$ cat config.mk
export PLATFORM = sky130hd
export DESIGN_NAME = xm_expansion_ctrl
export DESIGN_NICKNAME = d
export VERILOG_FILES = /design/src/rtl/xm_pkg.sv /design/src/rtl/xm_ram_port.sv /design/src/rtl/xm_expansion_ctrl.sv
export SDC_FILE = /design/constraint.sdc
export NUM_CORES = 1
export LEC_CHECK = 0
export ABC_AREA = 0
export BUFFER_PORTS_ARGS = -buffer_cell sky130_fd_sc_hd__buf_2
export CORE_MARGIN = 4
export CORE_UTILIZATION = 49
export DETAILED_ROUTE_END_ITERATION = 16
export HOLD_SLACK_MARGIN = 0.1
export PLACE_DENSITY_LB_ADDON = 0.08
export SLEW_MARGIN = 0
export SYNTH_ARGS = -nofsm -noshare
export SYNTH_HDL_FRONTEND = slang
export SYNTH_SLANG_ARGS = --single-unit
$ cat constraint.sdc
create_clock -name clk_sys -period 3 [get_ports clk_sys]
set_input_delay 0 -clock clk_sys [delete_from_list [all_inputs] [get_ports clk_sys]]
set_output_delay 0 -clock clk_sys [all_outputs]
set_load 0.05 [all_outputs]
$ cat src/rtl/xm_pkg.sv
// xm_pkg: shared XM register offsets, control-bit indices and FSM states
package xm_pkg;
   localparam logic [3:0] XM_CTRL1_OFS = 4'h0;
   localparam logic [3:0] XM_CTRL4_OFS = 4'h1;
   localparam logic [3:0] XM_CTRL5_OFS = 4'h2;
   localparam logic [3:0] XM_CTRL2_OFS = 4'h8;
   localparam logic [3:0] XM_CTRL3_OFS = 4'hC;
   localparam int POKEY_EN   = 4;
   localparam int HSC_EN     = 3;
   localparam int YM_EN      = 7;
   localparam int BANK0_EN   = 5;
   localparam int BANK1_EN   = 6;
   localparam int WE_DIS     = 1;
   localparam int LOCK_POKEY = 3;
   localparam int LOCK_HSC   = 4;
   localparam int LOCK_TOP   = 7;
   typedef enum logic [1:0] {IDLE = 2'd0, RD_WAIT = 2'd1, WR_WAIT = 2'd2} xm_state_t;
endpackage

$ cat src/rtl/xm_ram_port.sv
// xm_ram_port: req/ack external RAM sequencer with read latch and late-strobe counter
module xm_ram_port
   import xm_pkg::*;
#(
   parameter int RAM_ADDR_W = 17,
   parameter int LATE_W     = 8
) (
   input  logic                  clk_sys,
   input  logic                  reset,
   input  logic                  launch_rd,
   input  logic                  launch_wr,
   input  logic [RAM_ADDR_W-1:0] addr,
   input  logic [7:0]            wdata,
   input  logic                  strobe,
   input  logic                  ram_ack,
   input  logic [7:0]            ram_rdata,
   output logic                  ram_req,
   output logic                  ram_we,
   output logic [RAM_ADDR_W-1:0] ram_addr,
   output logic [7:0]            ram_wdata,
   output logic [7:0]            rd_latch,
   output logic [LATE_W-1:0]     late_cnt
);
   xm_state_t state_q, state_d;
   logic req_q, req_d, we_q, we_d;
   logic [RAM_ADDR_W-1:0] addr_q, addr_d;
   logic [7:0] wdata_q, wdata_d, rd_q, rd_d;
   logic [LATE_W-1:0] late_q, late_d;
   // Launch from IDLE (write wins), otherwise hold the request, count late strobes and retire on ack
   always_comb begin
      state_d = state_q;
      req_d   = req_q;
      we_d    = we_q;
      addr_d  = addr_q;
      wdata_d = wdata_q;
      rd_d    = rd_q;
      late_d  = late_q;
      if (state_q == IDLE) begin
         if (launch_wr) begin
            state_d = WR_WAIT;
            req_d   = 1'b1;
            we_d    = 1'b1;
            addr_d  = addr;
            wdata_d = wdata;
         end else if (launch_rd) begin
            state_d = RD_WAIT;
            req_d   = 1'b1;
            we_d    = 1'b0;
            addr_d  = addr;
         end
      end else begin
         if (strobe && late_q != '1) late_d = late_q + LATE_W'(1);
         if (ram_ack) begin
            state_d = IDLE;
            req_d   = 1'b0;
            we_d    = 1'b0;
            if (state_q == RD_WAIT) rd_d = ram_rdata;
         end
      end
   end
   // State register; reset abandons any pending access
   always_ff @(posedge clk_sys) begin
      if (reset) begin
         state_q <= IDLE;
         req_q   <= 1'b0;
         we_q    <= 1'b0;
         addr_q  <= '0;
         wdata_q <= '0;
         rd_q    <= '0;
         late_q  <= '0;
      end else begin
         state_q <= state_d;
         req_q   <= req_d;
         we_q    <= we_d;
         addr_q  <= addr_d;
         wdata_q <= wdata_d;
         rd_q    <= rd_d;
         late_q  <= late_d;
      end
   end
   assign ram_req   = req_q;
   assign ram_we    = we_q;
   assign ram_addr  = addr_q;
   assign ram_wdata = wdata_q;
   assign rd_latch  = rd_q;
   assign late_cnt  = late_q;
endmodule

$ cat src/rtl/xm_expansion_ctrl.sv
// xm_expansion_ctrl: XM control registers with locks plus paged RAM windows on an external port
module xm_expansion_ctrl
   import xm_pkg::*;
#(
   parameter int PAGE_W     = 4,
   parameter int RAM_ADDR_W = 17,
   parameter int LATE_W     = 8
) (
   input  logic                  clk_sys,
   input  logic                  reset,
   input  logic                  pclk0,
   input  logic                  pclk1,
   input  logic                  xm_en,
   input  logic                  cart_cs,
   input  logic [15:0]           address_in,
   input  logic [7:0]            din,
   input  logic                  rw,
   input  logic                  halt_n,
   output logic [7:0]            dout,
   output logic                  dout_en,
   output logic                  ram_req,
   output logic                  ram_we,
   output logic [RAM_ADDR_W-1:0] ram_addr,
   output logic [7:0]            ram_wdata,
   input  logic                  ram_ack,
   input  logic [7:0]            ram_rdata,
   output logic                  pokey_en,
   output logic                  ym_en,
   output logic                  hsc_en,
   output logic [LATE_W-1:0]     late_cnt
);
   logic [7:0] x1_q, x1_d, x2_q, x2_d, x3_q, x3_d, x4_q, x4_d, x5_q, x5_d;
   logic [3:0] ofs, nib;
   logic [7:0] pg_src, reg_val, rd_latch;
   logic blk, reg_sel, dec, wr, win0, win1, win;
   logic [RAM_ADDR_W-1:0] addr;
   assign ofs     = address_in[3:0];
   assign blk     = xm_en && cart_cs;
   assign reg_sel = blk && address_in[15:4] == 12'h047;
   assign dec     = reg_sel && (ofs inside {XM_CTRL1_OFS, XM_CTRL4_OFS, XM_CTRL5_OFS, XM_CTRL2_OFS, XM_CTRL3_OFS});
   assign wr      = pclk0 && !rw;
   assign win0    = blk && !reg_sel && address_in[15:13] == 3'b010 && x1_q[BANK0_EN];
   assign win1    = blk && !reg_sel && address_in[15:13] == 3'b011 && x1_q[BANK1_EN];
   assign win     = win0 || win1;
   assign pg_src  = halt_n ? x2_q : x3_q;
   assign nib     = win1 ? pg_src[7:4] : pg_src[3:0];
   assign addr    = RAM_ADDR_W'({nib[PAGE_W-1:0], address_in[12:0]});
   assign reg_val = ofs == XM_CTRL1_OFS ? x1_q :
                    ofs == XM_CTRL4_OFS ? x4_q :
                    ofs == XM_CTRL5_OFS ? x5_q :
                    ofs == XM_CTRL2_OFS ? x2_q : x3_q;
   assign dout_en = rw && (dec || win);
   assign dout    = !rw ? 8'h00 : dec ? reg_val : win ? rd_latch : 8'h00;
   assign pokey_en = x1_q[POKEY_EN];
   assign ym_en    = x1_q[YM_EN];
   assign hsc_en   = x1_q[HSC_EN];
   // Register writes; locks look at the XCTRL5 value from before this write
   always_comb begin
      x1_d = x1_q;
      x2_d = x2_q;
      x3_d = x3_q;
      x4_d = x4_q;
      x5_d = x5_q;
      if (dec && wr) begin
         if (ofs == XM_CTRL1_OFS) begin
            x1_d = din;
            x1_d[POKEY_EN] = x5_q[LOCK_POKEY] ? x1_q[POKEY_EN] : din[POKEY_EN];
            x1_d[HSC_EN]   = din[HSC_EN] | (x5_q[LOCK_HSC] & x1_q[HSC_EN]);
         end
         if (ofs == XM_CTRL4_OFS) x4_d = x4_q[LOCK_TOP] ? x4_q : din;
         if (ofs == XM_CTRL5_OFS) x5_d = din | (x5_q & 8'h38);
         if (ofs == XM_CTRL2_OFS) x2_d = din;
         if (ofs == XM_CTRL3_OFS) x3_d = din;
      end
   end
   // Control register bank
   always_ff @(posedge clk_sys) begin
      if (reset) begin
         x1_q <= '0;
         x2_q <= '0;
         x3_q <= '0;
         x4_q <= '0;
         x5_q <= '0;
      end else begin
         x1_q <= x1_d;
         x2_q <= x2_d;
         x3_q <= x3_d;
         x4_q <= x4_d;
         x5_q <= x5_d;
      end
   end
   xm_ram_port #(.RAM_ADDR_W(RAM_ADDR_W), .LATE_W(LATE_W)) u_port (
      .clk_sys   (clk_sys),
      .reset     (reset),
      .launch_rd (pclk1 && !pclk0 && win && rw),
      .launch_wr (pclk0 && win && !rw && !x5_q[WE_DIS]),
      .addr      (addr),
      .wdata     (din),
      .strobe    (pclk0 || pclk1),
      .ram_ack   (ram_ack),
      .ram_rdata (ram_rdata),
      .ram_req   (ram_req),
      .ram_we    (ram_we),
      .ram_addr  (ram_addr),
      .ram_wdata (ram_wdata),
      .rd_latch  (rd_latch),
      .late_cnt  (late_cnt)
   );
endmodule
==> results of run 1 <==
power by group through the flow:
stage          combinational (uW)  clock [uW]  sequential, uW
5_1_grt                       151         956            1110
6_report                      138         882            1110
4_1_cts                       136         900            1110
3_3_place_gp                  107           0            1140
2_1_floorplan                54.0           0            1140
3_5_place_dp                  107           0            1140
final cells by class:
| class | count | area, um2 |
|---|---|---|
| Sequential cell | 84 | 1680 |
| Fill cell | 626 | 2550 |
| Multi-Input combinational cell | 295 | 1980 |
| Clock inverter | 5 | 85.1 |
| Clock buffer | 11 | 131 |
| Timing Repair Buffer | 125 | 796 |
| Tap cell | 99 | 124 |
| Inverter | 7 | 26.3 |
cells by family (layout without fill, tap and decap cells):
| family | count (synthesis) | in the layout | synth area share |
|---|---|---|---|
| adder cells (fa/ha/maj) | 1 | 1 | 0.00332 |
| AND/OR/NAND/NOR | 159 | 159 | 0.205 |
| multiplexers | 74 | 74 | 0.210 |
| buffers and inverters | 28 | 148 | 0.0298 |
| flip-flops | 84 | 84 | 0.446 |
| XOR/XNOR | 6 | 6 | 0.0139 |
| AO/OA/AOI/OAI | 55 | 55 | 0.0928 |
stage by stage:
stage | area (um2) | utilization | hold WS, ns | instances | total power (uW)
after floorplan | 3770 | - | 0.138 | 407 | 1190
after global placement | 4310 | 0.584 | 0.232 | 580 | 1250
after detailed placement | 4310 | 0.584 | 0.244 | 580 | 1250
after CTS | 4820 | 0.654 | 0.118 | 626 | 2150
after global routing | 4820 | 0.654 | 0.175 | 626 | 2220
final | 4820 | 0.654 | 0.131 | 626 | 2130
cell usage in the layout (no fill, tap or decap), types with 3 or more instances in the layout:
cell type / netlist / routed
buf_2: 3 / 87
dfxtp_1: 84 / 84
clkbuf_8: 0 / 9
buf_4: 1 / 8
a222oi_1: 7 / 7
inv_1: 7 / 7
or2_2: 3 / 3
nor3_1: 8 / 8
a21oi_1: 17 / 17
o21ai_0: 18 / 18
nand2_1: 29 / 29
xnor2_1: 5 / 5
nand3_1: 15 / 15
nand2b_1: 3 / 3
mux4_2: 4 / 4
nor2_1: 78 / 78
dlygate4sd3_1: 0 / 30
mux2i_1: 69 / 69
path summary, 6_finish.rpt:
check	startpoint	to	slack [ns]	cells past startpoint
max	address_in[9]	dout[3]	0.38	9
min	address_in[0]	u_port.ram_addr[0]$_SDFFE_PP0P_	0.13	3
max reg2reg	x1_q[5]$_SDFFE_PP0P_	u_port.state_q[0]$_SDFFE_PP0P_	0.90	5
min reg2reg	u_port.ram_req$_SDFFE_PP0P_	u_port.ram_req$_SDFFE_PP0P_	0.48	2
critical path: stages:
cell,delay (ns)
dlygate4sd3_1,0.54
buf_2,0.13
or4b_4,0.53
or2_4,0.30
nor3_1,0.17
buf_4,0.23
nand2_1,0.18
o21ai_0,0.23
buf_2,0.30
timing repair:
item | CTS | global route
buffers inserted | 0 | 0
hold endpoints to repair | 70 | 0
hold buffers | 30 | 0
per-layer routing:
| metal | part of all wire | global-route usage |
|---|---|---|
| met1 | 0.45 | 0.312 |
| met2 | 0.47 | 0.360 |
| met3 | 0.058 | 0.0407 |
| met4 | 0.016 | 0.0604 |
| met5 | 0 | 0 |
state kept, by name (all words and copies together), names as in the netlist:
register,cells
x2_q,8
x4_q,8
u_port.late_cnt,8
x1_q,8
u_port.rd_latch,8
x3_q,8
u_port.ram_wdata,8
x5_q,8
u_port.ram_req,1
u_port.state_q,1
u_port.ram_we,1
u_port.ram_addr,17
synth_stat cells (2+ instances only):
cell and number:
a21boi_1 2, a21oi_1 17, a222oi_1 7, and3_1 2, buf_1 3, buf_2 3, clkbuf_1 14, dfxtp_1 84
inv_1 7, mux2i_1 69, mux4_2 4, nand2_1 29, nand2b_1 3, nand3_1 15, nand3b_1 2, nand4b_1 2
nor2_1 78, nor3_1 8, nor4_1 2, nor4_4 2, o21ai_0 18, o21ba_1 2, or2_2 3, or4b_2 2
xnor2_1 5
==> impl_metrics.toml, run 1 <==
[status]
outcome = "finished clean"

[sta]
fin_crit_sh = 0.872
finalMaxSlewViolations = 0
rsz0062_at_grt = "false"
hold_violations = 0
worst_slack_ns = 0.385
worstMarginPinSlew_ns = 0.845
fmax_mhz = 382
setup_viol = 0
fin_crit_ns = 2.62
max_slew_margin = 0.432
tns_ns = 0
fin_skew_ns = 0.00808

[cts]
cts-buffers-inserted = 9
cts_buffer_depth = 2
clk_pin_slew_ns = 0.09
cts.sinks = 84
cts_tree = "yes"
htreeDepth = 3
ctsResizeCount = 0
clkLatencyLatePin_ns = 0.34
root_buffer = "clkbuf_8"

[power]
combPwrFrac = 0.065
p_sw_frac = 0.226
powerDensity_nw_per_um2 = 442
sequentialPowerShare = 0.522
power_frac_clock = 0.413
p_int_uw = 1650
p_leak_uw = 0.00224
peakVddDrop_mv = 0.285
switching_power_uw = 483

[place]
dp_hpwl_um = 6740
numPortBuffers = 87
gp_congestion = 0.838
place_ws_ns = 0.721

[floorplanning]
ios = 88
core-area_um2 = 7370
die_area_um2 = 9170
dieHeight_um = 95.8
initial_core_util = 0.512
die-width_um = 95.8
rows = 31

[routing]
drt_wl_total_um = 10100
remaining_drc_errors = 0
drt.antenna.violating_nets = 0
detail_route.wl_per_cell_um = 16.2
vias = 3424
drt-vias-per-instance = 5.47
drt_iter0_markers = 266
first_pass_iters = 5

[global_routing]
grt_pass1_wl_um = 15900
grt_max_degree = 37
gr-total-overflow = 0
antenna_found_initial = 0
grt_pass1_vias = 3180
grt_usage = 0.225

[finish]
finalNetCount = 564
num_antenna_cells = 0
drive_gt1_frac = 0.241
area_growth_pct = 27.8

[yosys]
synth-seq-cells = 84
syn-num-nets = 449
ys_types = 49
synth_top_area_share = 0.446
synth.area.top_cells = "dfxtp_1 (45%), mux2i_1 (18%), nor2_1 (7.8%), nand2_1 (2.9%), o21ai_0 (2.4%)"
yosysWarnings = 0
yosysSeqAreaShare = 0.446
synth_top_area_cell = "dfxtp_1"
synth-main-ff-cell = "dfxtp_1"
syn_area_um2 = 3770
syn_area_per_cell_um2 = 9.27
synth_edf_count = 0
syn_inst = 407
ys_async_sr_fraction = 0

[critical_path]
cp.arrival_ns = 2.62
worst-setup-path-type = "input pin to primary output"
endpoint_kind = "primary output"
cp_max_fo = 11
startpoint_type = "input pin"
worstPathRequired_ns = 3.00

[run]
cap_violations = 0

[min_path]
hold_class = "input pin to register"
No activity file was read; power rests on OpenSTA's default activity.
==> run 2, diff against run 1 <==
--- a/config.mk
+++ b/config.mk
@@ -5,10 +5,10 @@
 export SDC_FILE = /design/constraint.sdc
 export NUM_CORES = 1
 export LEC_CHECK = 0
-export ABC_AREA = 0
 export BUFFER_PORTS_ARGS = -buffer_cell sky130_fd_sc_hd__buf_2
 export CORE_MARGIN = 4
 export CORE_UTILIZATION = 49
+export CTS_BUF_LIST = sky130_fd_sc_hd__clkbuf_4
 export DETAILED_ROUTE_END_ITERATION = 16
 export HOLD_SLACK_MARGIN = 0.1
 export PLACE_DENSITY_LB_ADDON = 0.08
==> run 2 against run 1 <==
Combinational power hardly changed. Core utilization shrank 0.25 points. Clock skew rose by 0.00093 ns. Highest routed layer unchanged.
==> impl_metrics.toml, run 2 (synthesis results as in run 1) <==
[status]
outcome = "finished clean"

[finish]
area_growth_pct = 27.3
largest_reg_flops = 17
multi_input_area_um2 = 1980
fillCellCount = 638
seq_area_um2 = 1680
most-common-layout-cells = "buf_2 (87), dfxtp_1 (84), nor2_1 (78)"
layout_commonest_cell = "buf_2"
design_area_um2 = 4800
num_antenna_cells = 0
finalNetCount = 567
drive_gt1_frac = 0.243

[floorplanning]
die-width_um = 95.8
dieHeight_um = 95.8
rows = 31
core-area_um2 = 7370
ios = 88
die_area_um2 = 9170
initial_core_util = 0.512

[routing]
detail_route.wl_per_cell_um = 16.1
first_pass_iters = 6
drt_wl_total_um = 10100
drt_iter0_markers = 286
remaining_drc_errors = 0
drt-vias-per-instance = 5.45
vias = 3429
drt.antenna.violating_nets = 0

[min_path]
hold_depth = 4
hold_class = "input pin to register"
min_delay_worst_endpoint = "u_port.ram_addr[15]$_SDFFE_PP0P_"
worstHoldStart = "halt_n"

[critical_path]
reg2reg_slack_ns = 0.88
reg2reg_depth = 5
worst-setup-path-type = "input pin to register"
cp_max_fo = 8
reg2reg_to = "u_port.state_q[0]$_SDFFE_PP0P_"
endpoint_kind = "register"
startpoint_type = "input pin"
cp.arrival_ns = 3.21
worstPathRequired_ns = 3.32
timing.rr.start = "x1_q[5]$_SDFFE_PP0P_"

[power]
powerDensity_nw_per_um2 = 418
p_sw_frac = 0.232
switching_power_uw = 466
power_frac_clock = 0.375
combPwrFrac = 0.070
peakVddDrop_mv = 0.372
p_leak_uw = 0.00224
total_power_uw = 2010
sequentialPowerShare = 0.556
p_int_uw = 1540

[run]
cap_violations = 0

[global_routing]
grt_pass1_wl_um = 16000
antenna_found_initial = 0
gr-total-overflow = 0
grt_max_degree = 37
grt_pass1_vias = 3204
grt_usage = 0.228

[cts]
clk_pin_slew_ns = 0.14
cts_buffer_depth = 2
root_buffer = "clkbuf_4"
clkLatencyLatePin_ns = 0.41
htreeDepth = 3
cts.sinks = 84
cts-buffers-inserted = 9
cts_tree = "yes"

[place]
gp_congestion = 0.838
place_ws_ns = 0.721
dp_hpwl_um = 6740
numPortBuffers = 87
placed_area_um2 = 4310

[sta]
worstMarginPinSlew_ns = 0.870
hold_violations = 0
tns_ns = 0
setup_viol = 0
finalMaxSlewViolations = 0
rsz0062_at_grt = "false"
worst_slack_ns = 0.101
fin_crit_sh = 0.966
fin_skew_ns = 0.00901
whs_ns = 0.137
fmax_mhz = 345
max_slew_margin = 0.415
fin_crit_ns = 2.90
==> run 2: cell types whose count changed in the layout (fill, tap and decap cells not counted), sizes merged <==
cell,change
dlygate4sd3,+3
==> run 2: layer usage <==
layer,part of all wire,track usage
met1,0.45,0.311
met5,0,0
met3,0.058,0.0461
met2,0.48,0.367
met4,0.015,0.0652
==> run 2: worst max-delay path, cell delays in order <==
cell and delay (ns):
dlygate4sd3_1 0.54, buf_2 0.13, or4b_4 0.54, nor4_1 0.67
nand3_1 0.50, nand2_1 0.19, a21oi_1 0.07, dlygate4sd3_1 0.57
==> run 2: power by group through the flow <==
stage,registers (uW),clock network [uW],logic [uW]
3_3_place_gp,1140,0,107
5_1_grt,1120,826,153
6_report,1120,752,140
3_5_place_dp,1140,0,107
2_1_floorplan,1140,0,54.0
4_1_cts,1120,769,138
==> run 2: worst max-delay path by stage <==
stage | from | to | slack, ns | cells past startpoint
floorplan | address_in[9] | dout[0] | 0.71 | 5
global placement | address_in[9] | x4_q[5]$_SDFFE_PP0P_ | 0.82 | 6
detailed placement | address_in[9] | x4_q[6]$_SDFFE_PP0P_ | 0.72 | 6
CTS | address_in[9] | x2_q[3]$_SDFFE_PP0P_ | 0.22 | 8
global route | address_in[9] | x2_q[3]$_SDFFE_PP0P_ | 0.11 | 8
finish | address_in[9] | x2_q[3]$_SDFFE_PP0P_ | 0.10 | 8
==> run 2: per-stage QoR <==
| stage | util | std cells |
|---|---|---|
| global placement | 0.584 | 580 |
| global route | 0.652 | 629 |
| CTS | 0.652 | 629 |
| detailed placement | 0.584 | 580 |
| finish | 0.652 | 629 |
| floorplan | - | 407 |
==> run 2: cell type report <==
cell class | count | share of cell area
clock buffers | 11 | 0.0172
inverters | 7 | 0.00547
well taps | 99 | 0.0258
repair buffers | 128 | 0.172
multi-input cells | 295 | 0.412
flip-flops and latches | 84 | 0.350
clock inverters | 5 | 0.0177
==> run 2: repair_timing <==
| item | in CTS | in global routing |
|---|---|---|
| setup endpoints to repair | 0 | 0 |
| gates resized for setup | 0 | 0 |
| endpoints found under the hold margin | 72 | 0 |
| setup buffers | 0 | 0 |
| hold buffers | 33 | 0 |
